`src/rtl/fetch_queue.sv`:
```
// fetch_queue: instruction-fetch responder between the PC and decode.
// Accepts fetch addresses, issues 1-cycle-latency reads to instruction
// memory, queues {pc, instr} entries in order and presents them to decode.
// A flush discards everything queued or in flight.
// Optional feature: define FETCHQ_ALIGN_CHK_EN to enable the sticky
// misaligned-address flag (misalign_err); otherwise it is tied low.
module fetch_queue #(
  parameter int ADDR_W  = 8,
  parameter int INSTR_W = 32,
  parameter int DEPTH   = 4
) (
  input  logic               clk,
  input  logic               rst,
  input  logic [ADDR_W-1:0]  pc_in,
  input  logic               pc_valid,
  output logic               pc_ready,
  output logic               imem_rd_en,
  output logic [ADDR_W-1:0]  imem_addr,
  input  logic [INSTR_W-1:0] imem_data,
  output logic               id_valid,
  input  logic               id_ready,
  output logic [INSTR_W-1:0] id_instr,
  output logic [ADDR_W-1:0]  id_pc,
  input  logic               flush,
  output logic               misalign_err
);

  localparam int PW = $clog2(DEPTH);
  localparam int CW = PW + 1;
  localparam int EW = ADDR_W + INSTR_W;
  localparam logic [CW:0] DEPTH_W = (CW + 1)'(DEPTH);

  logic [CW-1:0]     count;
  logic [PW-1:0]     wr_ptr;
  logic [PW-1:0]     rd_ptr;
  logic              vld_p1;
  logic [ADDR_W-1:0] infl_pc_p1;
  logic [EW-1:0]     mem [DEPTH];
  logic [EW-1:0]     head;
  logic              acc;
  logic              push;
  logic              pop;

  // The in-flight read already holds a slot, so a return can never overflow.
  // Pop is deliberately left out to keep id_ready off the pc_ready path.
  assign pc_ready   = ~rst & ~flush &
                      (({1'b0, count} + {{CW{1'b0}}, vld_p1}) < DEPTH_W);
  assign acc        = pc_valid & pc_ready;
  assign imem_rd_en = acc;
  assign imem_addr  = pc_in;

  assign id_valid = (count != '0);
  assign push     = vld_p1;
  assign pop      = id_valid & id_ready;

  // Outputs read as zero while empty so the unreset storage never leaks out.
  assign head     = mem[rd_ptr];
  assign id_pc    = id_valid ? head[EW-1:INSTR_W] : '0;
  assign id_instr = id_valid ? head[INSTR_W-1:0]  : '0;

  // Stage p0 -> p1: control state (occupancy, pointers, in-flight valid).
  always_ff @(posedge clk) begin
    if (rst || flush) begin
      count  <= '0;
      wr_ptr <= '0;
      rd_ptr <= '0;
      vld_p1 <= 1'b0;
    end else begin
      vld_p1 <= acc;
      if (push) wr_ptr <= wr_ptr + PW'(1);
      if (pop)  rd_ptr <= rd_ptr + PW'(1);
      case ({push, pop})
        2'b10:   count <= count + CW'(1);
        2'b01:   count <= count - CW'(1);
        default: count <= count;
      endcase
    end
  end

  // Stage p1 -> queue: capture the in-flight address and store returned data.
  always_ff @(posedge clk) begin
    if (acc) infl_pc_p1 <= pc_in;
    if (push && !rst && !flush) mem[wr_ptr] <= {infl_pc_p1, imem_data};
  end

`ifdef FETCHQ_ALIGN_CHK_EN
  // Sticky flag for any accepted address that is not word aligned.
  always_ff @(posedge clk) begin
    if (rst) begin
      misalign_err <= 1'b0;
    end else if (acc && (pc_in[1:0] != 2'b00)) begin
      misalign_err <= 1'b1;
    end
  end
`else
  assign misalign_err = 1'b0;
`endif

endmodule

```
`config.mk`:
```
export PLATFORM = sky130hd
export DESIGN_NAME = fetch_queue
export DESIGN_NICKNAME = d
export VERILOG_FILES = /design/src/rtl/fetch_queue.sv
export SDC_FILE = /design/constraint.sdc
export NUM_CORES = 1
export LEC_CHECK = 0
export BUFFER_PORTS_ARGS = -buffer_cell sky130_fd_sc_hd__buf_2
export CORE_MARGIN = 2
export CORE_UTILIZATION = 55
export DETAILED_ROUTE_END_ITERATION = 8
export GPL_TIMING_DRIVEN = 1
export HOLD_SLACK_MARGIN = 0.12
export PLACE_DENSITY_LB_ADDON = 0.15
export SKIP_CTS_REPAIR_TIMING = 1
export SYNTH_ARGS = -nofsm -noshare
export SYNTH_HDL_FRONTEND = slang
export SYNTH_SLANG_ARGS = --single-unit
```
`constraint.sdc`:
```
create_clock -name clk -period 2.55 [get_ports clk]
set_input_delay 0.51 -clock clk [delete_from_list [all_inputs] [get_ports clk]]
set_output_delay 0.51 -clock clk [all_outputs]
set_load 0.005 [all_outputs]
```
== Word-level counts from Yosys, hierarchy flattened ==
Memories as Yosys holds them, arrays and structs flattened. A register that Yosys moved wholly into a read port is not among the register bits.
Index checks and enable logic that the tools add are counted.
Word-level totals
  memories kept: 1
  RAM bits: 160
  bits of input ports: 45
  output and inout port bits: 52
  register bits after elaboration: 16
Memory list
  mem: words 4, width 40, read ports 1, clocked after Yosys merged registers in 1, write ports 1, RTL line 38  | logic [EW-1:0] mem [DEPTH];
Operators by class
  equal/unequal tests: 2
  mux-type cells: 7
  bitwise logic cells: 6
  add/sub/neg operators: 5
  $lt $le $gt $ge: 1
  reductions and logical operators: 7
Operators with widths (count)
  $mux 32: 1
  $mux 8: 1
  $pmux 3 s2: 1
  $add 2x1->2 const B: 2
  $add 3x1->4: 1
  $and 1x1->1: 4
  $lt 4x3->1 const B: 1
  $mux 2: 2
  $add 3x1->3 const B: 1
  $reduce_bool 3->1: 1
  $sub 3x1->3 const B: 1
  $eq 2x1->1 const B: 1
  $eq 2x2->1 const B: 1
  $logic_and 1x1->1: 2
  $logic_not 1->1: 2
  $mux 1: 2
  $not 1->1: 2
  $reduce_bool 2->1: 1
  $logic_or 1x1->1: 1

== Depth between registers and ports, before layout ==
Gate-level depths: netlist of run 1.
  word-level depth: 5
  depth in mapped cells: 8

== Least setup slack after synthesis of run 1 ==
Ideal clock, no wire load.
  kind: input to register
  from: in rst
  to: mem mem[0][0] (netlist name), enable pin
  data arrival time: 1769 ps
  cell stages on the path: 2
  setup slack: 379 ps
  library setup time: 401 ps
  path buffers: 0
  cell sequence: nor2_1 and3_1
On the way
  longest elaborated chain between the ends: 5
Ends and longest elaborated chain
  from (decl): RTL line 13  | input logic rst,
  $logic_not 1->1: RTL line 83  | if (push && !rst && !flush) mem[wr_ptr] <= {infl_pc_p1, imem_data};
  $logic_and 1x1->1 (2 in series): RTL line 83
  $mux 1: RTL line 83
  $mux 1 (implied by the code): RTL line 83
  to (decl): RTL line 38
Every way passes these cells.

==> flow_summary.yaml, run 1 <==
sta:
  final-hold-violation-count: 0
  setup_viol: 0
  timing.slew.headroom_pct: 65.6
  grt_setup_unrepaired: "no"
  clock.fmax_mhz: 414
  max_slew.worst_pin.slew_ps: 515
  setup_tns_final_ps: 0
  final.setup_skew_ps: 6.18
  layout_min_cycle_time_ps: 2420
  final-max-slew-violation-count: 0
  finalCritPeriodShare_pct: 94.7
critical_path:
  cpMaxStageDelayCell: "sky130_fd_sc_hd__mux4_2"
  crit_path_end_kind: "output port"
  worstReg2RegStart: "count[0]"
  kind_of_critical_path: "register to output port"
  critical_path_arrival_ps: 1910
  worst_r2r_path_depth: 8
  worstPathCellList: "buf_4, mux4_2, nor2b_1, buf_2"
  critical_path.max_fanout: 10
  required_ps: 2040
  worst_setup_path_start_kind: "register"
  crit_path_end: "id_pc[6]"
  r2r_slack_ps: 670
  crit_path_max_incr_delay_ps: 500
  r2r_end: "count[2]"
floorplanning:
  pin_count: 97
  fp.dieH_um: 116
  die_width_um: 116
  initial_utilization_pct: 56.7
  overall_die_area_sq_um: 13400
  design.core.area_sq_um: 12100
  rows: 40
clocking:
  clkSinkCount: 178
  cts.root.buffer_cell: "sky130_fd_sc_hd__clkbuf_16"
  htreeDepth: 4
  clock_latency_ps: 420
  clk_pin_slew_worst_paths_ps: 60
  ctsLongestPathBuffers: 2
  cts_inserted_buffers: 17
  cts_tree: "done"
cells_and_area:
  area.growth.synth_to_final_pct: 18.8
  post-route-cell-area_sq_um: 8160
  finalNonFillerCells: 617
  fin_nets: 488
  fraction_of_layout_cells_with_a_size_suffix_above_1_pct: 42.1
  num_antenna_cells: 0
  fin_util_pct: 67.4
  final.fill_count: 832
synth:
  seq_area_frac_synth_pct: 76.4
  netlist_instances: 328
  async_reset_ff_share_pct: 0
  yosys.area.top_type_share_pct: 73.4
  synth_area_leader_cell: "sky130_fd_sc_hd__edfxtp_1"
  ys_ff_latch: 178
  warning_count_from_the_yosys_run: 0
  post_synth_main_area_contributors: "sky130_fd_sc_hd__edfxtp_1 (73%), sky130_fd_sc_hd__mux4_2 (13%), sky130_fd_sc_hd__nor2b_1 (3.7%)"
  postSynth.topFlopCell: "sky130_fd_sc_hd__edfxtp_1"
  postSynthAreaPerCell_sq_um: 20.9
  mappedNetlistNets: 379
  synth.top_cells.by_count: "sky130_fd_sc_hd__edfxtp_1 (168), sky130_fd_sc_hd__nor2b_1 (41), sky130_fd_sc_hd__mux4_2 (40)"
  syn_area_sq_um: 6870
  synth.most_common_cell: "sky130_fd_sc_hd__edfxtp_1"
  synth-edff-count: 168
  synth.lib_cells_used.distinct: 30
power:
  vdd_ir_drop_max_uv: 455
  power_frac_clock_pct: 41.9
  p_leak_nw: 2.81
  combinationalPowerShare_pct: 2.5
  report.power.total_mw: 5.77
  seqPwrFrac_pct: 55.7
  powerDensity_nw_per_um2: 707
  power.share.switching_pct: 18.8
  p_switching_mw: 1.08
  power_report.internal_total_mw: 4.69
routing:
  finalWirelength_um: 11700
  first_iter_violations: 180
  vias_per_cell: 5.31
  routed_wire_length_per_instance_um: 18.9
  postRouteAntennaNets: 0
  post-route-drc-count: 0
  first_pass_iters: 4
  total_number_of_vias: 3278
global_routing:
  vias_in_the_first_global_route: 3382
  pin_count_of_the_biggest_net_entering_global_routing: 45
  grt_first_pass_wirelength_um: 17900
  grt_overflow_total: 0
  all_layer_gr_usage_pct: 18.9
  antenna_found_initial: 1
status:
  status: "finished clean"
placement:
  place.gp.congestion: 0.721
  post-dp-hpwl_um: 7090
  placed_cells_incl_taps: 579
  port-buffer-count: 95
  postPlaceCellArea_sq_um: 7560
min_path:
  hp-class: "primary input to register"
  worst_hold_path.num_cells: 1
job:
  drv.max_cap_violation_count: 0
[power groups by stage]
| stage | Clock [mW] | Combinational, mW | Sequential (mW) |
|---|---|---|---|
| detailed placement | 0 | 0.142 | 3.28 |
| floorplan | 0 | 0.0651 | 3.27 |
| global route | 2.58 | 0.159 | 3.21 |
| CTS | 2.45 | 0.143 | 3.21 |
| finish | 2.42 | 0.143 | 3.21 |
| global placement | 0 | 0.136 | 3.27 |
[worst min path at each step]
stage / slack (ps) / to / from
2_1_floorplan: 460 / register / rd_ptr[1]
3_3_place_gp: 460 / register / rd_ptr[1]
3_5_place_dp: 470 / register / rd_ptr[0]
4_1_cts: 260 / infl_pc_p1[4] / pc_in[4]
5_1_grt: 260 / infl_pc_p1[3] / pc_in[3]
6_report: 270 / infl_pc_p1[7] / pc_in[7]
[flip-flops by register name, summed over array words and instances, names as in the netlist, named ones only]
register and cells:
rd_ptr 2, mem 160, push 1, wr_ptr 2, count 3, infl_pc_p1 8
[logic make-up after synthesis]
logic type	Yosys count	share of synthesized area [%]
DFF	178	76.4
and+or+nand+nor	60	5.37
muxes	41	13.3
buffers and inverters	31	2.70
AOI/OAI and AO/OA	8	0.674
adders and majority gates	6	1.20
xor gates and xnor gates	3	0.383
other	1	0.0546
[final cells by class]
class | count | area [sq um] | share of cell area (%)
clock buffers | 18 | 429 | 5.26
clock inverters | 13 | 120 | 1.47
inverters | 7 | 26.3 | 0.322
multi-input cells | 119 | 1440 | 17.7
flip-flops and latches | 178 | 5250 | 64.3
well taps | 168 | 210 | 2.58
repair buffers | 114 | 681 | 8.34
[layer usage]
metal / wire length [um] / up-vias / track usage (%)
li1: - / 1504 / -
met1: 4920 / 1672 / 23.3
met2: 6010 / 81 / 31.9
met3: 514 / 19 / 5.07
met4: 232 / 2 / 8.57
met5: 7 / - / 0
[cells in the final DEF, fill, tap and decap left out, drive strengths merged]
cell	instances
and3	4
and2	2
nor2b	41
inv	7
o21ai	3
fa	1
mux4	40
buf	114
clkinv	8
or2	1
a21oi	2
or4b	1
nor2	6
o31ai	1
o211ai	1
xnor2	1
bufinv	2
clkinvlp	3
mux2i	1
nor3	1
ha	5
dfxtp	10
or3	2
edfxtp	168
clkbuf	18
xor2	2
a31oi	1
nand2	2
conb	1
[worst max-delay path, delay by kind of cell, from the launching register on]
family	cells	cell delay (ps)
DFF	1	460
buffers and inverters	2	370
and+or+nand+nor	1	150
muxes	1	500
[per-stage QoR]
stage	worst slack, ps	hold slack, ps
final	134	273
after global routing	64.5	258
after CTS	-49.6	259
after detailed placement	408	475
after global placement	414	464
after floorplan	379	457
(Power assumes the default switching activity.)
==> run 2: changes to the inputs <==
CORE_UTILIZATION = 51   (was 55)
clock period = 1.94 ns   (was 2.55 ns; I/O delays follow)
==> flow_summary.yaml, run 2 (synthesized netlist as in run 1, its figures left out) <==
cells_and_area:
  post-route-cell-area_sq_um: 8500
  final.fill_count: 931
  largestRegisters: "mem: 160 flops, infl_pc_p1: 8 flops, count: 3 flops"
  fin_nets: 501
  area.growth.synth_to_final_pct: 23.7
  flip_flop_count_of_the_largest_register_after_layout: 160
  max_flop_register: "mem"
  top_library_cells_by_usage_in_the_layout_fill_and_taps_aside: "sky130_fd_sc_hd__edfxtp_1 (168), sky130_fd_sc_hd__buf_2 (94), sky130_fd_sc_hd__nor2b_1 (40), sky130_fd_sc_hd__mux4_2 (40), sky130_fd_sc_hd__clkbuf_16 (19)"
  final_common_cell: "sky130_fd_sc_hd__edfxtp_1"
  fraction_of_layout_cells_with_a_size_suffix_above_1_pct: 45.4
power:
  report.power.total_mw: 7.92
  powerDensity_nw_per_um2: 932
  p_leak_nw: 2.94
  vdd_ir_drop_max_uv: 554
floorplanning:
  pin_count: 97
  die_width_um: 120
  rows: 42
  overall_die_area_sq_um: 14400
  initial_utilization_pct: 52.1
  fp.dieH_um: 120
  design.core.area_sq_um: 13200
min_path:
  hp-class: "primary input to register"
routing:
  routed_wire_length_per_instance_um: 20.0
  total_number_of_vias: 3398
  post-route-drc-count: 0
  vias_per_cell: 5.31
  finalWirelength_um: 12800
  first_pass_iters: 4
  postRouteAntennaNets: 0
  first_iter_violations: 239
global_routing:
  vias_in_the_first_global_route: 3506
  antenna_found_initial: 0
  grt_first_pass_wirelength_um: 18700
  pin_count_of_the_biggest_net_entering_global_routing: 45
  grt_overflow_total: 0
  all_layer_gr_usage_pct: 17.8
sta:
  layout_min_cycle_time_ps: 2270
  final-hold-violation-count: 0
  finalCritPeriodShare_pct: 117
  grt_setup_unrepaired: "yes"
  final.setup_skew_ps: 3.71
  fin_worst_hold_slack_ps: 154
  clock.fmax_mhz: 441
  setup_viol: 42
  final-max-slew-violation-count: 0
  final_critical_path_setup_slack_ps: -330
critical_path:
  critical_path.max_fanout: 7
  required_ps: 1550
  crit_path_end_kind: "output port"
  crit_path_max_incr_delay_ps: 510
  worst_setup_path_start_kind: "register"
  critical_path_arrival_ps: 1880
  cpMaxStageDelayCell: "sky130_fd_sc_hd__mux4_2"
  worstPathCellList: "buf_4, clkbuf_16, mux4_2, nor2b_1, buf_2"
  kind_of_critical_path: "register to output port"
clocking:
  clk_pin_slew_worst_paths_ps: 60
  clkSinkCount: 178
  cts.root.buffer_cell: "sky130_fd_sc_hd__clkbuf_16"
  cts_tree: "done"
  cts_inserted_buffers: 17
  htreeDepth: 4
  ctsLongestPathBuffers: 2
  clock_latency_ps: 420
placement:
  postPlaceCellArea_sq_um: 7670
  post-dp-hpwl_um: 7210
  place.gp.congestion: 0.727
  port-buffer-count: 95
status:
  status: "complete, but fails checks"
  violated_checks: "negative setup slack"
job:
  drv.max_cap_violation_count: 0
## run 2: cell count changes in the layout (fill, tap and decap cells not counted), sizes merged
cell      delta
clkbuf       +1
diode        +1
clkinv       -2
clkinvlp     +2
buf         +11
bufinv       +2
## run 2: layout make-up
type,instances,area [sq um],area share [%]
sequential,178,5260,61.9
multi-input combinational,119,1470,17.3
timing repair buffer,127,901,10.6
clock buffer,17,425,5.01
tap,176,220,2.59
clock inverter,15,191,2.25
inverter,7,26.3,0.309
antenna,1,2.50,0.0295
## run 2: final timing paths
kind	end	cells after the start	startpoint	slack [ps]
hold / removal	infl_pc_p1[3]	1	pc_in[3]	150
setup reg to reg	count[2]	9	count[1]	-100
hold reg to reg	register	2	rd_ptr[1]	480
setup / recovery	id_instr[21]	5	register	-330
## run 2: worst max-delay path: cells and delay by family, from the launching register on
family | cells | cell delay (ps)
AND/OR/NAND/NOR | 1 | 150
flip-flops | 1 | 370
buffers and inverters | 3 | 430
multiplexers | 1 | 510
## run 2: power breakdown
group | switching, mW | internal, mW
Sequential | 0.0119 | 4.21
Clock | 1.34 | 2.14
Combinational | 0.110 | 0.108
Total | 1.47 | 6.46
## run 2: stage by stage
stage / TNS (ps) / setup WS [ps] / cells / utilization (%)
finish: -10290 / -330 / 640 / 64.4
global route: -13750 / -388 / 639 / 64.4
CTS: -14020 / -384 / 627 / 62.8
detailed placement: 0 / 35.5 / 595 / 58.1
global placement: 0 / 77.7 / 595 / 58.1
floorplan: 0 / 188 / 328 / -
## run 2: per-layer routing
layer | up-vias | GRT usage (%) | wire, um
li1 | 1539 | - | -
met1 | 1771 | 22.3 | 5470
met2 | 75 | 29.7 | 6660
met3 | 13 | 4.85 | 520
met4 | 0 | 6.84 | 144
met5 | - | 0 | 0
